**config.mk**
```make
export PLATFORM = sky130hd
export DESIGN_NAME = vga_timing_recovery
export DESIGN_NICKNAME = d
export VERILOG_FILES = /design/src/rtl/vga_timing_recovery.sv
export SDC_FILE = /design/constraint.sdc
export NUM_CORES = 1
export LEC_CHECK = 0
export ABC_AREA = 1
export BUFFER_PORTS_ARGS = -buffer_cell sky130_fd_sc_hd__buf_2
export CELL_PAD_IN_SITES_DETAIL_PLACEMENT = 1
export CELL_PAD_IN_SITES_GLOBAL_PLACEMENT = 1
export CORE_AREA = 2 2 100 126
export CTS_BUF_LIST = sky130_fd_sc_hd__clkbuf_8 sky130_fd_sc_hd__clkbuf_16
export CTS_CLUSTER_DIAMETER = 50
export DETAILED_ROUTE_END_ITERATION = 7
export DIE_AREA = 0 0 102 128
export PLACE_DENSITY = 0.61
export SKIP_LAST_GASP = 1
export SLEW_MARGIN = 20
export SYNTH_ARGS = -nofsm -noshare
export SYNTH_HDL_FRONTEND = slang
export SYNTH_SLANG_ARGS = --single-unit
```
**constraint.sdc**
```tcl
create_clock -name clk -period 1.95 [get_ports clk]
set_input_delay 0.195 -clock clk [delete_from_list [all_inputs] [get_ports clk]]
set_output_delay 0.195 -clock clk [all_outputs]
set_load 0.02 [all_outputs]
```
**src/rtl/vga_timing_recovery.sv**
```systemverilog
// Recovers visible-pixel coordinates, an active-video flag and a lock indication from an
// incoming active-low h_sync/v_sync pair, sampled on pixel_tick.
module vga_timing_recovery #(
  parameter int unsigned h_size          = 640,
  parameter int unsigned h_back_porch    = 48,
  parameter int unsigned v_line          = 480,
  parameter int unsigned v_back_porch    = 33,
  parameter int unsigned max_line_ticks  = 1023,
  parameter int unsigned max_frame_lines = 1023,
  localparam int unsigned HpW = $clog2(h_size),
  localparam int unsigned VpW = $clog2(v_line),
  localparam int unsigned HcW = $clog2(max_line_ticks + 1),
  localparam int unsigned VcW = $clog2(max_frame_lines + 1)
) (
  input  logic           clk,
  input  logic           reset,
  input  logic           pixel_tick,
  input  logic           h_sync,
  input  logic           v_sync,
  output logic [HpW-1:0] h_pixel,
  output logic [VpW-1:0] v_pixel,
  output logic           active,
  output logic           locked,
  output logic           frame_start,
  output logic [HcW-1:0] line_len,
  output logic [VcW-1:0] frame_lines
);

  localparam logic [HcW-1:0] HMax   = HcW'(max_line_ticks);
  localparam logic [HcW-1:0] HStart = HcW'(h_back_porch);
  localparam logic [HcW-1:0] HEnd   = HcW'(h_back_porch + h_size);
  localparam logic [VcW-1:0] VMax   = VcW'(max_frame_lines);
  localparam logic [VcW-1:0] VStart = VcW'(v_back_porch - 1);
  localparam logic [VcW-1:0] VEnd   = VcW'(v_back_porch - 1 + v_line);

  logic           h_meta_q, h_sync_q, h_prev_q, h_prev_d;
  logic           v_meta_q, v_sync_q, v_prev_q, v_prev_d;
  logic [HcW-1:0] h_cnt_q, h_cnt_d, line_len_q, line_len_d, first_len_q, first_len_d;
  logic [VcW-1:0] v_cnt_q, v_cnt_d, frame_lines_q, frame_lines_d;
  logic           pend_v_q, pend_v_d;
  logic           locked_q, locked_d;
  logic           first_valid_q, first_valid_d;
  logic           frame_ok_q, frame_ok_d;
  logic [HcW-1:0] h_len;
  logic [VcW-1:0] v_len;
  logic           h_edge, v_edge;
  logic           h_in, v_in;

  always_comb begin
    h_len         = (h_cnt_q == HMax) ? HMax : h_cnt_q + 1'b1;
    v_len         = (v_cnt_q == VMax) ? VMax : v_cnt_q + 1'b1;
    h_edge        = pixel_tick && h_sync_q && !h_prev_q;
    v_edge        = pixel_tick && v_sync_q && !v_prev_q;
    h_prev_d      = h_prev_q;
    v_prev_d      = v_prev_q;
    h_cnt_d       = h_cnt_q;
    v_cnt_d       = v_cnt_q;
    line_len_d    = line_len_q;
    frame_lines_d = frame_lines_q;
    first_len_d   = first_len_q;
    first_valid_d = first_valid_q;
    frame_ok_d    = frame_ok_q;
    pend_v_d      = pend_v_q;
    locked_d      = locked_q;
    if (pixel_tick) begin
      h_prev_d = h_sync_q;
      v_prev_d = v_sync_q;
      if (v_edge) begin
        pend_v_d = 1'b1;
      end
      if (h_edge) begin
        h_cnt_d    = '0;
        line_len_d = h_len;
        if (first_valid_q && (h_len != first_len_q)) begin
          frame_ok_d = 1'b0;
          locked_d   = 1'b0;
        end
        if (!first_valid_q) begin
          first_valid_d = 1'b1;
          first_len_d   = h_len;
        end
        if (pend_v_q || v_edge) begin
          // Frame boundary: the line just closed still belongs to the old frame.
          v_cnt_d       = '0;
          pend_v_d      = 1'b0;
          frame_lines_d = v_len;
          if (v_len != frame_lines_q) begin
            locked_d = 1'b0;
          end else if (frame_ok_d) begin
            locked_d = 1'b1;
          end
          first_valid_d = 1'b0;
          frame_ok_d    = 1'b1;
        end else begin
          v_cnt_d = v_len;
        end
      end else begin
        h_cnt_d = h_len;
      end
      if ((h_cnt_d == HMax) || (v_cnt_d == VMax)) begin
        locked_d   = 1'b0;
        frame_ok_d = 1'b0;
      end
    end
  end

  always_ff @(posedge clk or negedge reset) begin
    if (!reset) begin
      h_meta_q      <= 1'b1;
      h_sync_q      <= 1'b1;
      v_meta_q      <= 1'b1;
      v_sync_q      <= 1'b1;
      h_prev_q      <= 1'b1;
      v_prev_q      <= 1'b1;
      h_cnt_q       <= '0;
      v_cnt_q       <= '0;
      line_len_q    <= '0;
      frame_lines_q <= '0;
      first_len_q   <= '0;
      first_valid_q <= 1'b0;
      frame_ok_q    <= 1'b0;
      pend_v_q      <= 1'b0;
      locked_q      <= 1'b0;
    end else begin
      h_meta_q      <= h_sync;
      h_sync_q      <= h_meta_q;
      v_meta_q      <= v_sync;
      v_sync_q      <= v_meta_q;
      h_prev_q      <= h_prev_d;
      v_prev_q      <= v_prev_d;
      h_cnt_q       <= h_cnt_d;
      v_cnt_q       <= v_cnt_d;
      line_len_q    <= line_len_d;
      frame_lines_q <= frame_lines_d;
      first_len_q   <= first_len_d;
      first_valid_q <= first_valid_d;
      frame_ok_q    <= frame_ok_d;
      pend_v_q      <= pend_v_d;
      locked_q      <= locked_d;
    end
  end

  assign h_in        = (h_cnt_q >= HStart) && (h_cnt_q < HEnd);
  assign v_in        = (v_cnt_q >= VStart) && (v_cnt_q < VEnd);
  assign active      = h_in && v_in && locked_q;
  assign h_pixel     = active ? HpW'(h_cnt_q - HStart) : '0;
  assign v_pixel     = active ? VpW'(v_cnt_q - VStart) : '0;
  assign locked      = locked_q;
  assign line_len    = line_len_q;
  assign frame_lines = frame_lines_q;
  assign frame_start = pixel_tick && locked_q && (h_cnt_q == HStart) && (v_cnt_q == VStart);

endmodule

```
# == Word-level counts from Yosys, hierarchy flattened ==
# Cells that the tools add are included.
# W data, S select, Z words.
# totals
register_bits,60
out_inout_bits,42
# op_classes
add_sub_neg,4
order_cmp,4
n_eq_ne,8
mux,25
bitwise,1
reduce_logical,21
# ops
cell,count
$mux W10,8
$eq A10 B10 Y1 const B,4
$add A10 B1 Y10 const B,2
$eq A10 B6 Y1 const B,2
$ge A10 B6 Y1 const B,2
$lt A10 B10 Y1 const B,2
$ne A10 B10 Y1,2
$mux W1,16
$logic_and A1 B1 Y1,12
$sub A10 B6 Y10 const B,1
$mux W9,1
$sub A9 B6 Y9 const B,1
$reduce_and A3 Y1,2
$reduce_and A2 Y1,2
$logic_not A1 Y1,2
$logic_or A1 B1 Y1,2
$reduce_bool A2 Y1,1
$not A1 Y1,1

# == Depth between registers and ports, before layout ==
# Gate-level depths: netlist (run 1).
# depth
ltp_word,12
ltp_mapped,16
mapped_depth_nobuf,16

# == Worst setup path before layout (run 1) ==
# OpenSTA, ideal clock, no wires.
# synth_timing
path_type,reg2out
startpoint,register h_cnt_q[4]
endpoint,output h_pixel[5]
t_arrival_ps,2112
required_time_ps,1755
path_slack_ps,-357
path_stages_with_launch,10
cell_sequence,dfrtp_1 > ha_1 > inv_1 > nand2_1 > nand4_1 > o21ai_0 > nor2_1 > clkinv_1 > clkbuf_1 > nor2_1
# synth_via
elab_chain_cells,5
elab_cells_between_ends,7
cone_classes,add/sub: 1; order compare: 2; mux: 1; reduce/logical: 3
# synth_lines
element,line_no,rtl
from (decl),38,"logic [HcW-1:0] h_cnt_q, h_cnt_d, line_len_q, line_len_d, first_len_q, first_len_d;"
from (signal assigned),131,h_cnt_q <= h_cnt_d;
$ge A10 B6 Y1 / $lt A10 B10 Y1 (equally long branches),143,assign h_in = (h_cnt_q >= HStart) && (h_cnt_q < HEnd);
$logic_and A1 B1 Y1 *,143,
$logic_and A1 B1 Y1 * (2 in a row),145,assign active = h_in && v_in && locked_q;
net active,22,"output logic active,"
$mux W10 *,146,assign h_pixel = active ? HpW'(h_cnt_q - HStart) : '0;
to (decl),20,"output logic [HpW-1:0] h_pixel,"
# The timed path passes the listed nets; every way through them passes the cells marked *.

# == Worst setup path after layout (run 1) ==
# layout_timing
startpoint,register h_cnt_q[6]
endpoint,output h_pixel[1]
# layout_via
elab_chain_cells,5
elab_cells_between_ends,6
cone_classes,order compare: 2; mux: 1; reduce/logical: 3
# layout_lines
element,line_no
$ge A10 B6 Y1 / $lt A10 B10 Y1 (equally long branches),143
$logic_and A1 B1 Y1 *,143
$logic_and A1 B1 Y1 * (2 in a row),145
$mux W10 *,146
# Mark *: on every way between the ends. The rest lies on a longest branch, timed or not.

==> impl_results.md, run 1 <==
- Status: complete, but fails checks
- Failing checks: negative setup slack
- Unrepaired setup endpoints after global routing: true
- Clk buf depth: 2
- Worst-Margin Slew: 0.371 ns
- Sink Count: 60
- Clock transition at path regs: 0.05 ns
- DP HPWL: 8840 um
- Count of pins over their slew limit: 0
- Final worst slack: -0.120 ns
- Largest net degree at the start of global routing: 61
- Slowest library cell on the worst path: dfrtp_1
- Worst r2r dst: frame_ok_q
- All-Layer GR Usage: 20.2%
- Die Wd: approximately 100 um
- Cell mode on critical path: nor2_2
- Final period util: 106%
- Synthesized netlist cell count: about 480
- Yosys warns: 0
- Diode count: 0
- Hold Crit Depth: 3
- Synthesized Nets: between 400 and 500
- Finished Core Util: about 47%
- Vias in the first global route: around 4000
- Final Hold Fails: 0
- Fin Clk Skew: about 0.008 ns
- Initial DRC count: between 100 and 150
- Final WL: 12700 um
- Vias per cell: about 4.7
- Post-synthesis sequential area ratio: 43.2%
- CTS HTree Levels: 3
- Crit Path Max Fanout: 5
- Power Dens Cells: between 800 and 900 nW/um^2
- Cell variety after synth: 32
- Yosys reg bits: 60
- CTS tree: built
- Root Driver: clkbuf_16
- Crit. End Element: output pin
- Synthesized cell area: approximately 3500 sq um
- Nets: around 640
- TritonCTS buffer count: 9
- IO Port Bufs: 46
- Slew HR: 75.1%
- Placement Rows: 45
- Slowest stage delay, CP: around 0.4 ns
- Starting Density: between 20 and 30%
- First-pass GRT wire length: 20300 um
- Max_cap viols: 0
- CP startpoint kind: flop
- Flop-to-flop setup slack: -0.09 ns
- Reg2reg path depth: 16
- Hold Path Origin: pixel_tick
- DRC viols: 0
- Worst path required time: 1.75 ns
- Yosys top cell area share: between 30% and 40%
- IO Count: 47
- Reg2Reg Launch Point: h_cnt_q[5]
- Worst vdd ir: approximately 0.00057 V
- Final setup violation count: 21
- Crit path time final: around 2.1 ns
- Hold Crit Class: input pin to flop
- Layout cells sized above 1: 44.7%
- Top cells by area, synth: dfrtp_1 39%, nand2_1 15%, nand3_1 5.7%
- Post-route antenna net violation count: 0
- Largest area contributor in the netlist: dfrtp_1
- Drt first pass iters: 4
- Setup_tns: -2.01 ns
- P_leak: 0.00274 uW
- Grt ovf: 0
- Via Count: approximately 3700
- Syn Area/Cell: between 7 and 8 sq um
- CP Cell Sequence: buf_4, inv_1, nand2_4, nor2_4, inv_2, o21ai_2, nor2_2, inv_4, clkbuf_16, nor2_2, buf_6
- Die height: roughly 130 um
- Data arrival, critical path: 1.87 ns
- Worst skew pair latency: about 0.33 ns
- CP Class: flop to output pin
- Worst Hold Endpoint: v_prev_q
- DR WL/cell: ~16 um
- Core area: about 12000 sq um
- Maximum clock frequency: a little under 500 MHz
- Die area: 13100 sq um
- Initial antenna violation count: 0
- Worst hold slack: between 0.1 and 0.15 ns
- Final GP Congestion: about 0.83
- Area delta synth->final: 60.8%
## cell families (layout without fill, tap and decap cells)
logic type	after synthesis	after routing	synth area share, %
xor gates and xnor gates	14	14	3.51
and+or+nand+nor	268	268	34.1
DFF	60	60	43.2
adders and majority gates	7	7	2.51
AOI/OAI and AO/OA	53	53	8.23
buffers and inverters	73	226	8.45
## sequential cells by signal, indices dropped and copies added (netlist names), 10 cells and up
register / cells
first_len_q: 10
frame_lines: 10
h_cnt_q: 10
v_cnt_q: 10
line_len: 10
## worst max-delay path: cells and delay by family, from the launching register on
kind	cells	cell delay, ns
compound gates	1	0.14
buf+inv	6	0.74
simple gates	4	0.27
flops	1	0.39
## synth_stat cells, drive strengths merged
library cell and n:
or2 1, inv 58, nand4 11, dfrtp 54
nand2 148, nor3 1, buf 7, xnor2 5
clkbuf 7, ha 7, a31oi 5, o2111ai 1
nand3b 2, o21ai 36, nor2 56, dfstp 6
a21oi 7, nand3 48, xor2 9, o22ai 4
nor4 1, clkinv 1
## repair_timing
item,4_1_cts,5_1_grt
hold buffers,3,0
cloned,0,2
hold endpoints to repair,56,0
setup buffers,20,3
pin swaps,13,23
resized for setup,61,83
endpoints found under the setup margin,23,23
## metrics by stage
step / instances / setup WS [ns] / instance area, sq um / power, uW
final: 792 / -0.120 / 5620 / 4970
after global routing: 792 / -0.258 / 5620 / 5250
after CTS: 787 / -0.148 / 5230 / 4820
after detailed placement: 748 / -0.144 / 4580 / 3100
after global placement: 748 / -0.0818 / 4580 / 3070
after floorplan: 475 / 0.00257 / 3590 / 2460
## per-layer routing
metal,global-route usage [%],part of all wire (%),up-vias
li1,-,-,1815
met1,22.8,40,1857
met2,37.2,55,56
met3,3.49,2.2,17
met4,7.69,2.0,0
met5,0,0,-
## area by class of cell
type                    count  area [sq um]
clock inverters             6          56.3
flip-flops and latches     60          1510
fillers                  1462          6320
repair buffers            151          1280
well taps                 164           205
inverters                  59           229
clock buffers              10           239
multi-input cells         342          2100
## worst max-delay path by stage
stage	start	to	slack, ns	cells past startpoint
3_5_place_dp	v_cnt_q[0]	locked	-0.14	13
5_1_grt	h_cnt_q[5]	frame_ok_q	-0.26	16
3_3_place_gp	v_cnt_q[0]	locked	-0.08	13
6_report	h_cnt_q[6]	h_pixel[1]	-0.12	11
2_1_floorplan	h_cnt_q[4]	h_pixel[5]	0.003	9
4_1_cts	h_cnt_q[4]	h_pixel[8]	-0.15	10
## power by group
part / internal (uW) / switching, uW / leakage, uW
logic: 710 / 982 / 0.00181
registers: 1480 / 185 / 0.000774
clock network: 1010 / 594 / 0.000155
## layout by cell type, fill, tap and decap left out, drive strengths merged, types with 3 or more instances in the layout
cell	instances
xnor2	5
o21ai	36
clkbuf	12
clkinv	3
nand4	11
nand2	148
dfstp	6
dfrtp	54
a31oi	5
o22ai	4
ha	7
dlygate4sd3	3
xor2	9
buf	146
nand3	48
nor2	56
inv	61
a21oi	7
Note: power is estimated with default switching activity, not from simulation.
==> inputs of run 2 (changes only) <==
GPL_ROUTABILITY_DRIVEN = 0   (was default)
RECOVER_POWER = 25   (was default)
==> run 2 against run 1 <==
Compared with the run above: the run still ends with negative setup slack left; utilization decreased by 0.10 points; critical path depth unchanged; combinational power about the same.
==> impl_results.md, run 2 (synthesis gave the netlist of run 1 again) <==
- Slowest stage delay, CP: 0.39 ns (about the same)
- Fin Clk Skew: 0.00785 ns (was 0.00786 ns)
- WP buf/inv: 6 (unchanged)
- Commonest non-fill, non-tap cell in the layout: nand2_1 (unchanged)
- Combinational Power Share: 34.0% (was 34.1%)
- Sw frac: 35.5% (was 35.4%)
- Crit. End Element: output pin (unchanged)
- Placement Rows: 45 (unchanged)
- Grt ovf: 0 (unchanged)
- Layout cells sized above 1: 44.7% (unchanged)
- Largest net degree at the start of global routing: 61 (unchanged)
- Clock transition at path regs: 0.05 ns (about the same)
- CP Class: flop to output pin (unchanged)
- Final WL: 12700 um (about the same)
- Worst-Margin Slew: 0.887 ns (was 0.371 ns)
- Sink Count: 60 (unchanged)
- Maximum clock frequency: 483 MHz (about the same)
- Crit Path Max Fanout: 5 (unchanged)
- Count of pins over their slew limit: 0 (unchanged)
- Total internal power: 3200 uW (was 3210 uW)
- GR Util met2: 37.2% (unchanged)
- Area delta synth->final: 60.5% (was 60.8%)
- Drt first pass iters: 4 (unchanged)
- Core area: 11900 sq um (unchanged)
- Starting Density: 29.3% (unchanged)
- Clock Power Share: 32.3% (about the same)
- Die height: 128 um (unchanged)
- GR Util met1: 22.8% (unchanged)
- Data arrival, critical path: 1.87 ns (about the same)
- Post-route antenna net violation count: 0 (unchanged)
- Seq pwr share: 33.6% (about the same)
- Met3 track demand over resource: 3.49% (unchanged)
- Hold Crit Class: input pin to flop (unchanged)
- Power Dens Cells: 885 nW/um^2 (was 884 nW/um^2)
- Final Hold Fails: 0 (unchanged)
- Root Driver: clkbuf_16 (unchanged)
- Worst skew pair latency: 0.33 ns (about the same)
- TritonCTS buffer count: 9 (unchanged)
- Unrepaired setup endpoints after global routing: true (unchanged)
- Diode count: 0 (unchanged)
- Slowest library cell on the worst path: dfrtp_1 (unchanged)
- DR WL/cell: 16.1 um (about the same)
- Final worst slack: -0.118 ns (was -0.120 ns)
- Slew HR: 40.9% (was 75.1%)
- Max_cap viols: 0 (unchanged)
- Via Count: 3743 (was 3745)
- Crit path time final: 2.07 ns (about the same)
- Grt peak-use layer: met2 (unchanged)
- IO Count: 47 (unchanged)
- Vias in the first global route: 4058 (unchanged)
- Failing checks: negative setup slack (unchanged)
- Clk buf depth: 2 (unchanged)
- Final setup violation count: 21 (unchanged)
- Vias per cell: 4.73 (about the same)
- Final period util: 106% (about the same)
- CTS tree: built (unchanged)
- CP Cell Sequence: buf_4, inv_1, nand2_4, nor2_4, inv_2, o21ai_2, nor2_2, inv_4, clkbuf_16, nor2_2, buf_6 (unchanged)
- First-pass GRT wire length: 20300 um (unchanged)
- Most frequent cells in the layout: 123 x nand2_1, 88 x buf_4, 54 x dfrtp_1, 46 x inv_1, 30 x nand3_1 (unchanged)
- Nets: 635 (unchanged)
- Delay-heaviest family, CP: buffers and inverters (unchanged)
- All-Layer GR Usage: 20.2% (unchanged)
- Worst path required time: 1.75 ns (about the same)
- Worst vdd ir: 0.000570 V (about the same)
- DRC viols: 0 (unchanged)
- Initial DRC count: 101 (unchanged)
- DP HPWL: 8840 um (unchanged)
- Flop-to-flop setup slack: -0.09 ns (about the same)
- Post-Place Setup Slack: -0.144 ns (unchanged)
- Switch Pwr: 1760 uW (about the same)
- Die area: 13100 sq um (unchanged)
- P_leak: 0.00274 uW (about the same)
- Cell mode on critical path: nor2_2 (unchanged)
- Tot Pwr: 4960 uW (was 4970 uW)
- Status: complete, but fails checks (unchanged)
- CTS HTree Levels: 3 (unchanged)
- Die Wd: 102 um (unchanged)
- IO Port Bufs: 46 (unchanged)
- CP startpoint kind: flop (unchanged)
- Initial antenna violation count: 0 (unchanged)
run 2: metal layers:
layer	vias up	wire length, um
met1	1855	5140
li1	1815	-
met4	0	252
met3	17	278
met2	56	7050
met5	-	0
run 2: area by class of cell:
cell class	count	area [sq um]
timing repair buffer	151	1270
clock buffer	10	239
fill	1463	6330
inverter	59	229
tap	164	205
multi-input combinational	342	2100
clock inverter	6	56.3
sequential	60	1510
run 2: final timing paths:
check	from	endpoint	depth (start not counted)
min in group asynchronous	reset	v_cnt_q[7]	3
min reg2reg	v_meta_q	v_sync_q	0
max in group asynchronous	reset	h_cnt_q[0]	3
max reg2reg	h_cnt_q[5]	frame_ok_q	16
max	h_cnt_q[6]	h_pixel[1]	11
min	pixel_tick	v_prev_q	3
run 2: power groups by stage:
stage | Sequential, uW | Clock (uW) | Combinational, uW
CTS | 1650 | 1640 | 1530
detailed placement | 1660 | 0 | 1440
global route | 1700 | 1680 | 1860
floorplan | 1770 | 0 | 683
global placement | 1660 | 0 | 1410
finish | 1670 | 1610 | 1690
run 2: per-stage QoR:
stage / utilization, % / area, sq um / setup TNS [ns] / instances / hold slack [ns]
floorplan: - / 3590 / 0 / 475 / -0.101
global placement: 38.4 / 4580 / -0.0818 / 748 / 0.238
detailed placement: 38.4 / 4580 / -0.319 / 748 / 0.243
CTS: 43.8 / 5230 / -2.03 / 787 / 0.142
global route: 47.0 / 5610 / -4.28 / 792 / 0.192
finish: 47.0 / 5610 / -1.99 / 792 / 0.150
run 2: worst min-delay path, delay by kind of cell:
kind          cells  cell delay, ns
simple gates      2            0.16
buf+inv           1            0.12
run 2: timing repair:
action | CTS | global route
gates resized for setup | 61 | 83
cloned | 0 | 2
endpoints found under the setup margin | 23 | 23
endpoints found under the hold margin | 56 | 0
buffers inserted | 20 | 3
hold buffers | 3 | 0
pin swaps | 13 | 23
